--- src/rtl/addsub_arbiter.sv ---
// addsub_arbiter: round-robin arbiter sharing one 16-bit add/sub datapath.
// Grants one requester at a time and returns a tagged result with flags.
//
// Ports:
//   clk, rst            clock, synchronous active-high reset
//   req_valid/ready     per-requester handshake, ready is one-hot or zero
//   req_a, req_b        packed operands, requester i at [i*WIDTH +: WIDTH]
//   req_sub             per-requester mode, 1 = A-B, 0 = A+B
//   rsp_valid/ready     result handshake
//   rsp_id              index of the requester owning the result
//   rsp_sum             A+B or A-B modulo 2^WIDTH
//   rsp_ovf, rsp_cout   signed overflow, carry out (1 = no borrow on sub)
//   busy                high while an operation is in flight
module addsub_arbiter #(
    parameter int NUM_REQ = 4,
    parameter int WIDTH   = 16,
    parameter int ID_W    = 2
) (
    input  logic                     clk,
    input  logic                     rst,
    input  logic [NUM_REQ-1:0]       req_valid,
    output logic [NUM_REQ-1:0]       req_ready,
    input  logic [NUM_REQ*WIDTH-1:0] req_a,
    input  logic [NUM_REQ*WIDTH-1:0] req_b,
    input  logic [NUM_REQ-1:0]       req_sub,
    output logic                     rsp_valid,
    input  logic                     rsp_ready,
    output logic [ID_W-1:0]          rsp_id,
    output logic [WIDTH-1:0]         rsp_sum,
    output logic                     rsp_ovf,
    output logic                     rsp_cout,
    output logic                     busy
);

    typedef enum logic [1:0] {
        IDLE = 2'd0,
        CALC = 2'd1,
        RESP = 2'd2
    } state_t;

    state_t            state;
    logic [ID_W-1:0]   rr_ptr;
    logic [ID_W-1:0]   id_q;
    logic [WIDTH-1:0]  a_q;
    logic [WIDTH-1:0]  b_q;
    logic              sub_q;

    logic              gnt_found;
    logic [ID_W-1:0]   gnt_id;
    logic [ID_W-1:0]   nxt_ptr;
    logic [ID_W:0]     cand;
    logic [WIDTH-1:0]  sel_a;
    logic [WIDTH-1:0]  sel_b;
    logic              sel_sub;

    logic [WIDTH-1:0]  b_eff;
    logic [WIDTH-1:0]  low;
    logic              c_msb;
    logic [1:0]        top;

    // Walk offsets from the highest down so the smallest offset from
    // rr_ptr wins; that is the first valid requester at or after rr_ptr.
    always_comb begin
        gnt_found = 1'b0;
        gnt_id    = '0;
        cand      = '0;
        for (int k = NUM_REQ - 1; k >= 0; k--) begin
            cand = {1'b0, rr_ptr} + (ID_W+1)'(k);
            if (cand >= (ID_W+1)'(NUM_REQ)) begin
                cand = cand - (ID_W+1)'(NUM_REQ);
            end
            if (req_valid[cand[ID_W-1:0]]) begin
                gnt_found = 1'b1;
                gnt_id    = cand[ID_W-1:0];
            end
        end
    end

    always_comb begin
        if (gnt_id == ID_W'(NUM_REQ - 1)) begin
            nxt_ptr = '0;
        end else begin
            nxt_ptr = gnt_id + ID_W'(1);
        end
    end

    // Operand mux for the granted requester.
    always_comb begin
        sel_a   = '0;
        sel_b   = '0;
        sel_sub = 1'b0;
        for (int i = 0; i < NUM_REQ; i++) begin
            if (gnt_id == ID_W'(i)) begin
                sel_a   = req_a[i*WIDTH +: WIDTH];
                sel_b   = req_b[i*WIDTH +: WIDTH];
                sel_sub = req_sub[i];
            end
        end
    end

    always_comb begin
        req_ready = '0;
        if (!rst && state == IDLE && gnt_found) begin
            for (int i = 0; i < NUM_REQ; i++) begin
                req_ready[i] = (gnt_id == ID_W'(i));
            end
        end
    end

    // Split the adder at the MSB so the carry into the sign bit is
    // visible; overflow is that carry XOR the final carry out.
    always_comb begin
        b_eff = b_q ^ {WIDTH{sub_q}};
        low   = {1'b0, a_q[WIDTH-2:0]}
              + {1'b0, b_eff[WIDTH-2:0]}
              + {{(WIDTH-1){1'b0}}, sub_q};
        c_msb = low[WIDTH-1];
        top   = {1'b0, a_q[WIDTH-1]}
              + {1'b0, b_eff[WIDTH-1]}
              + {1'b0, c_msb};
    end

    always_ff @(posedge clk) begin
        if (rst) begin
            state     <= IDLE;
            rr_ptr    <= '0;
            rsp_valid <= 1'b0;
            rsp_id    <= '0;
            rsp_sum   <= '0;
            rsp_ovf   <= 1'b0;
            rsp_cout  <= 1'b0;
            busy      <= 1'b0;
        end else begin
            unique case (state)
                IDLE: begin
                    if (gnt_found) begin
                        a_q    <= sel_a;
                        b_q    <= sel_b;
                        sub_q  <= sel_sub;
                        id_q   <= gnt_id;
                        rr_ptr <= nxt_ptr;
                        busy   <= 1'b1;
                        state  <= CALC;
                    end
                end
                CALC: begin
                    rsp_sum   <= {top[0], low[WIDTH-2:0]};
                    rsp_ovf   <= c_msb ^ top[1];
                    rsp_cout  <= top[1];
                    rsp_id    <= id_q;
                    rsp_valid <= 1'b1;
                    state     <= RESP;
                end
                RESP: begin
                    if (rsp_ready) begin
                        rsp_valid <= 1'b0;
                        busy      <= 1'b0;
                        state     <= IDLE;
                    end
                end
                default: begin
                    state <= IDLE;
                end
            endcase
        end
    end

endmodule

--- config.mk ---
export PLATFORM = sky130hd
export DESIGN_NAME = addsub_arbiter
export DESIGN_NICKNAME = d
export VERILOG_FILES = /design/src/rtl/addsub_arbiter.sv
export SDC_FILE = /design/constraint.sdc
export NUM_CORES = 1
export LEC_CHECK = 0
export CAP_MARGIN = 20
export CORE_MARGIN = 2
export CORE_UTILIZATION = 48
export CTS_CLUSTER_DIAMETER = 100
export DETAILED_ROUTE_END_ITERATION = 7
export HOLD_SLACK_MARGIN = 0.06
export PLACE_DENSITY = 0.87
export SYNTH_ARGS = -nofsm -noshare
export SYNTH_HDL_FRONTEND = slang
export SYNTH_SLANG_ARGS = --single-unit
export TNS_END_PERCENT = 10
--- constraint.sdc ---
create_clock -name clk -period 11.1 [get_ports clk]
set_clock_uncertainty 0.15 [all_clocks]
set_input_delay 1.665 -clock clk [delete_from_list [all_inputs] [get_ports clk]]
set_output_delay 1.665 -clock clk [all_outputs]
set_load 0.05 [all_outputs]
After elaboration in Yosys (flattened, before gate mapping)
Index checks and enable logic that the tools add are counted.
Widths: inputs -> output; s select.
{ "totals": {"elab_cells": 95, "reg_bits": 61, "in_bits": 139, "out_inout_bits": 26} }
{ "op_classes": {"n_bitwise": 3, "n_lt_le_gt_ge": 8, "mux": 41, "add_sub_neg": 12, "eq_ne": 7, "n_reduce_logical": 12} }
{ "ops": {"columns": ["cell", "count"], "rows": [
  ["$mux 16", 8],
  ["$mux 2", 11],
  ["$add 15x15->16", 1],
  ["$add 16x1->16", 1],
  ["$xor 16x16->16", 1],
  ["$mux 1", 14],
  ["$lt 2x3->1 const B", 4],
  ["$ge 3x3->1 const B", 3],
  ["$bmux 1 s2", 4],
  ["$sub 2x1->2 const B", 4],
  ["$add 2x2->3 const B", 2],
  ["$eq 2x2->1 const B", 3],
  ["$pmux 2 s3", 1],
  ["$reduce_and 2->1", 3],
  ["$reduce_and 3->1", 2],
  ["$eq 2x1->1 const B", 2],
  ["$logic_not 2->1", 2],
  ["$mux 4", 1],
  ["$ne 2x2->1 const B", 2],
  ["$pmux 1 s2", 2],
  ["$reduce_bool 2->1", 2],
  ["$add 2x1->3 const B", 1],
  ["$ge 2x3->1 const B", 1],
  ["$add 1x1->2", 1],
  ["6 further kinds", 7]
]} }

Logic depth before layout (Yosys ltp)
Gate-level depths: netlist (run 1).
{ "depth": {"ltp_word": 14, "mapped_depth": 14, "depth_no_buf": 12} }

Least setup slack after synthesis (run 1)
No wires, ideal clock.
{ "synth_timing": {"path_kind": "input to output", "start": "input rst", "end": "output req_ready[0]", "path_stages": 3, "required_ns": 9.285, "arrival_time_ns": 6.141, "slack_ns": 3.144, "path_buffers": 1, "path_cell_list": "clkbuf_1 > nor4_1 > and2_1"} }
{ "synth_between": {"elab_chain_cells": 4} }
{ "synth_lines": {"columns": ["item", "line_no", "source"], "rows": [
  ["from (decl)", "20", "input logic rst,"],
  ["$logic_not 1->1", "103", "if (!rst && state == IDLE && gnt_found) begin"],
  ["$logic_and 1x1->1 (2 in series)", "103", null],
  ["$mux 4", "103", null],
  ["to (decl)", "22", "output logic [NUM_REQ-1:0] req_ready,"]
]} }
Every way passes these cells.

Final worst setup path (run 1)
{ "layout_timing": {"start": "input req_valid[0]", "end": "output req_ready[3]"} }
{ "layout_between": {"elab_chain_cells": 8, "word_cells_on_any_way": 19, "classes_between": "eq/ne (1); mux (17); reduce/logical (1)"} }
{ "layout_lines": {"columns": ["item", "line_no", "source"], "rows": [
  ["from (decl)", "21", "input logic [NUM_REQ-1:0] req_valid,"],
  ["$bmux 1 s2", "72", "if (req_valid[cand[ID_W-1:0]]) begin"],
  ["$mux 1 (not written as such)", "72", null],
  ["$mux 2 (3 in series)", "72", null],
  ["$mux 2 *", "72", null],
  ["named net gnt_id[0]", "49", "logic [ID_W-1:0] gnt_id;"],
  ["$eq 2x2->1 *", "105", "req_ready[i] = (gnt_id == ID_W'(i));"],
  ["$mux 4 *", "103", null]
]} }
Mark *: on every way through the listed nets, which the timed path passes. The rest lies on a longest branch. The select of a mux whose other input is x is not followed.

==> reports/metrics.cfg, run 1 <==
[status]
outcome=complete, no violations

[placement]
io_buffer_count=164
dp_hpwl_um=9298
placedCellCount=773
place_ws_ns=4.296
place.gp.congestion=0.8850

[cells_and_area]
fin_nets=842
fin_util_pct=73.57
antennaDiodeCount=0
finalNonFillerCells=792
area_delta_synth_final_pct=46.46
drive_gt1_share_pct=3.930

[logic_synthesis]
synth_edf_count=35
ys_types=46
syn_avg_cell_area_um2=7.720
yosysSeqAreaShare_pct=37.70
synth_area_leaders=edfxtp_1 25%, dfxtp_1 12%, a21oi_1 11%
syn_inst=540
synth-seq-cells=61
async_flop_share_pct=0
yosys.area.top_type=edfxtp_1
synth_top_area_share_pct=25.21
ys_warn_count=0
synth_top_flop_cell=edfxtp_1
syn_nets=700
netlist_area_mm2=0.004169

[floorplanning]
die_w_um=97.20
initial_core_util_pct=50.23
core-area_mm2=0.008299
die_area_mm2=0.009447
fp-row-count=33
dieHeight_um=97.20
io_pins=165

[clock_tree]
clock_path_buffers=2
cts_root_buf=clkbuf_8
clock_sinks=61
clock_latency_ns=0.35
cts_made_buffers=9
cts_tree=yes
holdBufCountCts=0
cts-resized-gates=0
clkTransAtPathRegs_ns=0.07
cts_setup_buffers=0
htree_levels=3

[pwr]
p_comb_share_pct=49.0
switchingPower_uw=426.3
internal_power_uw=658.5
powerDensity_mw_per_mm2=177.7
max-vdd-ir-drop_mv=0.08310
seq_power_share_pct=29.2
p_sw_share_pct=39.30
p_leak_uw=0.002373
clkPwrFrac_pct=21.8

[timing]
hold_viol=0
setup_viol=0
worstMarginPinSlew_ns=1.084
slew_viol_final=0
setup_ws_ns=4.314
slew_headroom_pct=27.73
rsz0062_at_grt=no
fin_crit_sh_pct=61.14
whs_ns=0.3051
clock.fmax_mhz=147.4
tns_ns=0
min_period_ns=6.786

[route]
vias=4274
drt_wl_total_um=11750
via_per_inst=5.396
drc=0
wl_per_cell_um=14.84
final_antenna_net_count=0
drtPass1Iterations=5
drt-initial-drc-count=175

[grt]
grtUsageTotal_pct=24.18
grt_overflow=0
grt_max_degree=68
grt_pass1_vias=3948
grt_pass1_wl_um=18450
antenna_found_initial=0

[worst_setup_path]
cp_num_buf_inv=2
worst-path-max-fanout=67
critical_path.max_stage_delay_ns=0.94
path_delay_family=buffers and inverters
end_kind=primary output
crit_top_cell=clkdlybuf4s50_1
start_kind=input port
worstPathRequired_ns=9.29
worstPathArrival_ns=4.97
cp_slowest_cell=ha_2
r2r_slack_ns=7.16
critPathKind=in -> out
worstPathCellList=clkdlybuf4s50_1 > mux2i_1 > nor2_1 > nor3_1 > ha_2 > and2_1 > clkdlybuf4s50_1

[hold_path]
holdCritPathClass=reg -> reg

[job]
maxCapViolCount=0

==> tightest hold or removal path: cells and delay by family, from the launching register on <==
family           cells  cell delay, ns
flip-flops           1            0.31
AND/OR/NAND/NOR      1            0.05
AO/OA/AOI/OAI        1            0.05
==> cell usage in the layout (no fill, tap or decap), drive strengths merged, types with 6 or more instances in the layout <==
cell and instances:
clkdlybuf4s50 164, nand2 93, a21oi 92, nor2 80, o21ai 39, edfxtp 35
dfxtp 26, xor2 19, ha 19, a21o 9, nand3 9, clkbuf 9
nor3 6, inv 6, nand3b 6, a211oi 6
==> flip-flops by register name, summed over array words and instances, names as in the netlist <==
signal	cells
rsp_sum	16
rsp_id	2
rsp_cout	1
id_q	2
rsp_valid	1
sub_q	1
rr_ptr	2
b_q	16
state	2
a_q	16
rsp_ovf	1
busy	1
==> cell usage after synthesis, drive strengths merged (2+ instances only) <==
master	instances
a211oi	6
a21o	9
a21oi	92
a31oi	4
and2	5
and3	3
buf	4
clkbuf	34
dfxtp	26
edfxtp	35
fa	2
ha	19
inv	6
mux2i	3
nand2	93
nand2b	2
nand3	9
nand3b	6
nand4b	3
nor2	80
nor2b	2
nor3	6
nor3b	2
nor4	5
o211ai	2
o21a	3
o21ai	39
o21bai	2
o221ai	2
or3	2
xnor2	3
xor2	19
==> kinds of logic (layout without fill, tap and decap cells) <==
family          after synthesis  count (layout)  synth area share [%]
compound gates              167             167                 23.05
xor+xnor                     22              22                 4.622
fa+ha+maj                    21              21                 6.663
buf+inv                      44             191                 4.142
flops                        61              61                 37.70
mux                           4               4                0.9904
simple gates                221             221                 22.84
==> cell type report <==
cell class              count  area [um^2]
multi-input cells         435         2439
fillers                   620         2193
repair buffers            169         1704
flip-flops and latches     61         1572
well taps                 105        131.4
clock buffers               9        123.9
clock inverters             7        113.9
inverters                   6        22.52
==> metrics by stage <==
step,power (uW),area (um^2)
floorplan,683.0,4169
global placement,823.0,5821
detailed placement,840.5,5821
CTS,1078,6058
global route,1152,6106
finish,1085,6106
==> power by group through the flow <==
| stage | Clock, uW | Combinational, uW | Sequential [uW] |
|---|---|---|---|
| after global routing | 250 | 579 | 322 |
| after detailed placement | 0 | 518 | 322 |
| after CTS | 239 | 521 | 318 |
| after floorplan | 0 | 314 | 369 |
| after global placement | 0 | 504 | 319 |
| final | 236 | 532 | 317 |
==> layer usage <==
metal	global-route usage [%]	part of all wire (%)	vias to the layer above
li1	-	-	2183
met1	28.89	40	1884
met4	8.126	2.5	0
met5	0	0	-
met3	5.827	7.4	23
met2	42.57	50	184
==> final timing paths <==
path / to / cells after the start / start
setup / recovery: req_ready[3] / 7 / req_valid[0]
hold / removal: rsp_sum[15]$_SDFFE_PP0P_ / 2 / rsp_sum[15]$_SDFFE_PP0P_
setup reg to reg: rsp_ovf$_SDFFE_PP0P_ / 11 / sub_q$_DFFE_PP_
hold reg to reg: rsp_sum[15]$_SDFFE_PP0P_ / 2 / rsp_sum[15]$_SDFFE_PP0P_
Note: power is estimated with default switching activity, not from simulation.
==> run 2: changes to the inputs <==
CORE_UTILIZATION = 40   (was 48)
PLACE_DENSITY = 0.78   (was 0.87)
clock period = 6 ns   (was 11.1 ns; I/O delays follow)
==> run 2 against run 1 <==
  * Combinational power up 83%
  * Flip-flop and latch count unchanged
  * Sequential power up 85%
  * Final area is 0.41% higher
  * Count of clock-buffer cells in the layout grew 6
  * Final cell count up 4.2%
  * Via count shrank 2.9%
  * First-iteration DRC count grew 15%
  * Clock power grew 45%
==> reports/metrics.cfg, run 2 (synthesis results as in run 1) <==
[status]
outcome=complete, no violations  ; unchanged

[grt]
grtUsageTotal_pct=18.95  ; was 24.18%
grt_max_degree=68  ; unchanged
antenna_found_initial=0  ; unchanged
grt_pass1_vias=3798  ; was 3948
grt_overflow=0  ; unchanged
grt_pass1_wl_um=17150  ; was 18450 um

[worst_setup_path]
cp_slowest_cell=clkdlybuf4s50_1  ; was ha_2
critPathKind=in -> out  ; unchanged
critical_path.max_stage_delay_ns=0.71  ; was 0.94 ns
critPathCapture=req_ready[0]  ; was req_ready[3]
reg2regPathDepth=11  ; unchanged
end_kind=primary output  ; unchanged
r2r_slack_ns=2.09  ; was 7.16 ns
worstPathRequired_ns=4.95  ; was 9.29 ns
worst-path-max-fanout=7  ; was 67
worstPathArrival_ns=3.62  ; was 4.97 ns
worstPathCellList=clkdlybuf4s50_1 > mux2i_1 > nor2_1 > nor3_1 > inv_1 > ha_1 > and2_1 > clkdlybuf4s50_1  ; was clkdlybuf4s50_1 > mux2i_1 > nor2_1 > nor3_1 > ha_2 > and2_1 > clkdlybuf4s50_1
start_kind=input port  ; unchanged
crit_top_cell=clkdlybuf4s50_1  ; unchanged
reg2reg_to=rsp_ovf$_SDFFE_PP0P_  ; unchanged
timing.rr.start=sub_q$_DFFE_PP_  ; unchanged
critPathLaunch=req_valid[0]  ; unchanged

[floorplanning]
dieHeight_um=106.1  ; was 97.20 um
initial_core_util_pct=40.75  ; was 50.23%
die_area_mm2=0.01126  ; was 0.009447 mm^2
core-area_mm2=0.01023  ; was 0.008299 mm^2
fp-row-count=37  ; was 33
io_pins=165  ; unchanged
die_w_um=106.1  ; was 97.20 um

[placement]
place.gp.congestion=0.8524  ; was 0.8850
dp_hpwl_um=8595  ; was 9298 um
place_ws_ns=0.8916  ; was 4.296 ns
io_buffer_count=164  ; unchanged

[clock_tree]
cts_made_buffers=9  ; unchanged
htree_levels=3  ; unchanged
cts_setup_buffers=0  ; unchanged
cts_tree=yes  ; unchanged
cts_root_buf=clkbuf_8  ; unchanged
clock_sinks=61  ; unchanged
cts-resized-gates=0  ; unchanged
holdBufCountCts=0  ; unchanged
clkTransAtPathRegs_ns=0.06  ; was 0.07 ns
clock_path_buffers=2  ; unchanged
clock_latency_ns=0.33  ; was 0.35 ns

[pwr]
internal_power_uw=1145  ; was 658.5 uW
max-vdd-ir-drop_mv=0.1379  ; was 0.08310 mV
p_sw_share_pct=39.78  ; was 39.30%
p_comb_share_pct=51.2  ; was 49.0%
seq_power_share_pct=30.8  ; was 29.2%
clkPwrFrac_pct=18.0  ; was 21.8%
power_uw=1902  ; was 1085 uW
powerDensity_mw_per_mm2=310.2  ; was 177.7 mW/mm^2
p_leak_uw=0.002373  ; about the same
switchingPower_uw=756.6  ; was 426.3 uW

[cells_and_area]
layout_commonest_cell=clkdlybuf4s50_1  ; unchanged
multi_input_area_mm2=0.002447  ; was 0.002439 mm^2
mostFrequentLayoutCells=164 x clkdlybuf4s50_1, 93 x nand2_1, 92 x a21oi_1  ; unchanged
area_delta_synth_final_pct=47.06  ; was 46.46%
fin_util_pct=59.92  ; was 73.57%
drive_gt1_share_pct=4.064  ; was 3.930%
fill_cells=878  ; was 620
reg_top3=a_q (16), b_q (16), rsp_sum (16)  ; unchanged
regArea_mm2=0.001572  ; unchanged
fin_nets=844  ; was 842
antennaDiodeCount=0  ; unchanged

[timing]
tns_ns=0  ; unchanged
hold_viol=0  ; unchanged
clock.fmax_mhz=214.1
rsz0062_at_grt=no  ; unchanged
setup_viol=0  ; unchanged
min_period_ns=4.670
setup_ws_ns=1.330  ; was 4.314 ns
whs_ns=0.3009  ; was 0.3051 ns
slew_headroom_pct=42.27  ; was 27.73%
fin_crit_sh_pct=77.83
slew_viol_final=0  ; unchanged
worstMarginPinSlew_ns=0.8580  ; was 1.084 ns

[route]
via_per_inst=5.033  ; was 5.396
drt-initial-drc-count=202  ; was 175
drc=0  ; unchanged
drt_wl_total_um=10910  ; was 11750 um
vias=4152  ; was 4274
wl_per_cell_um=13.22  ; was 14.84 um
drtPass1Iterations=4  ; was 5
final_antenna_net_count=0  ; unchanged

[job]
maxCapViolCount=0  ; unchanged

[hold_path]
holdCritPathClass=reg -> reg  ; unchanged

run 2: how the worst min path moves through the flow:
stage	startpoint	endpoint	slack (ns)	depth (start not counted)
3_5_place_dp	rsp_sum[5]$_SDFFE_PP0P_	rsp_sum[5]$_SDFFE_PP0P_	0.30	2
6_report	rsp_sum[5]$_SDFFE_PP0P_	rsp_sum[5]$_SDFFE_PP0P_	0.30	2
5_1_grt	rsp_sum[15]$_SDFFE_PP0P_	rsp_sum[15]$_SDFFE_PP0P_	0.32	2
4_1_cts	rsp_sum[5]$_SDFFE_PP0P_	rsp_sum[5]$_SDFFE_PP0P_	0.30	2
2_1_floorplan	id_q[0]$_DFFE_PP_	rsp_id[0]$_SDFFE_PP0P_	0.32	2
3_3_place_gp	rsp_sum[7]$_SDFFE_PP0P_	rsp_sum[7]$_SDFFE_PP0P_	0.29	2
run 2: area by class of cell:
| cell class | instances | area share [%] |
|---|---|---|
| Timing Repair Buffer | 171 | 28.16 |
| Clock inverter | 1 | 0.08163 |
| Multi-Input combinational cell | 435 | 39.92 |
| Inverter | 6 | 0.3673 |
| Sequential cell | 61 | 25.63 |
| Tap cell | 136 | 2.776 |
| Clock buffer | 15 | 3.061 |
run 2: per-layer routing:
metal / global-route usage [%] / vias up / share of wire (%)
met5: 0 / - / 0
met4: 6.579 / 0 / 1.7
met1: 24.40 / 1827 / 46
met3: 4.844 / 15 / 6.7
li1: - / 2179 / -
met2: 30.92 / 131 / 46
run 2: per-stage QoR:
step / area [um^2] / std cells
final: 6131 / 825
after global routing: 6131 / 825
after CTS: 6083 / 823
after detailed placement: 5891 / 807
after global placement: 5891 / 807
after floorplan: 4175 / 540
run 2: worst max-delay path: cells and delay by family:
| kind | cells | cell delay [ns] |
|---|---|---|
| multiplexers | 1 | 0.16 |
| adder cells (fa/ha/maj) | 1 | 0.36 |
| buffers and inverters | 3 | 1.35 |
| AND/OR/NAND/NOR | 3 | 0.84 |
run 2: power groups by stage:
stage | combinational (uW) | clock (uW) | sequential [uW]
6_report | 974 | 342 | 586
3_5_place_dp | 952 | 0 | 595
2_1_floorplan | 582 | 0 | 681
3_3_place_gp | 938 | 0 | 593
5_1_grt | 1080 | 368 | 595
4_1_cts | 956 | 351 | 586
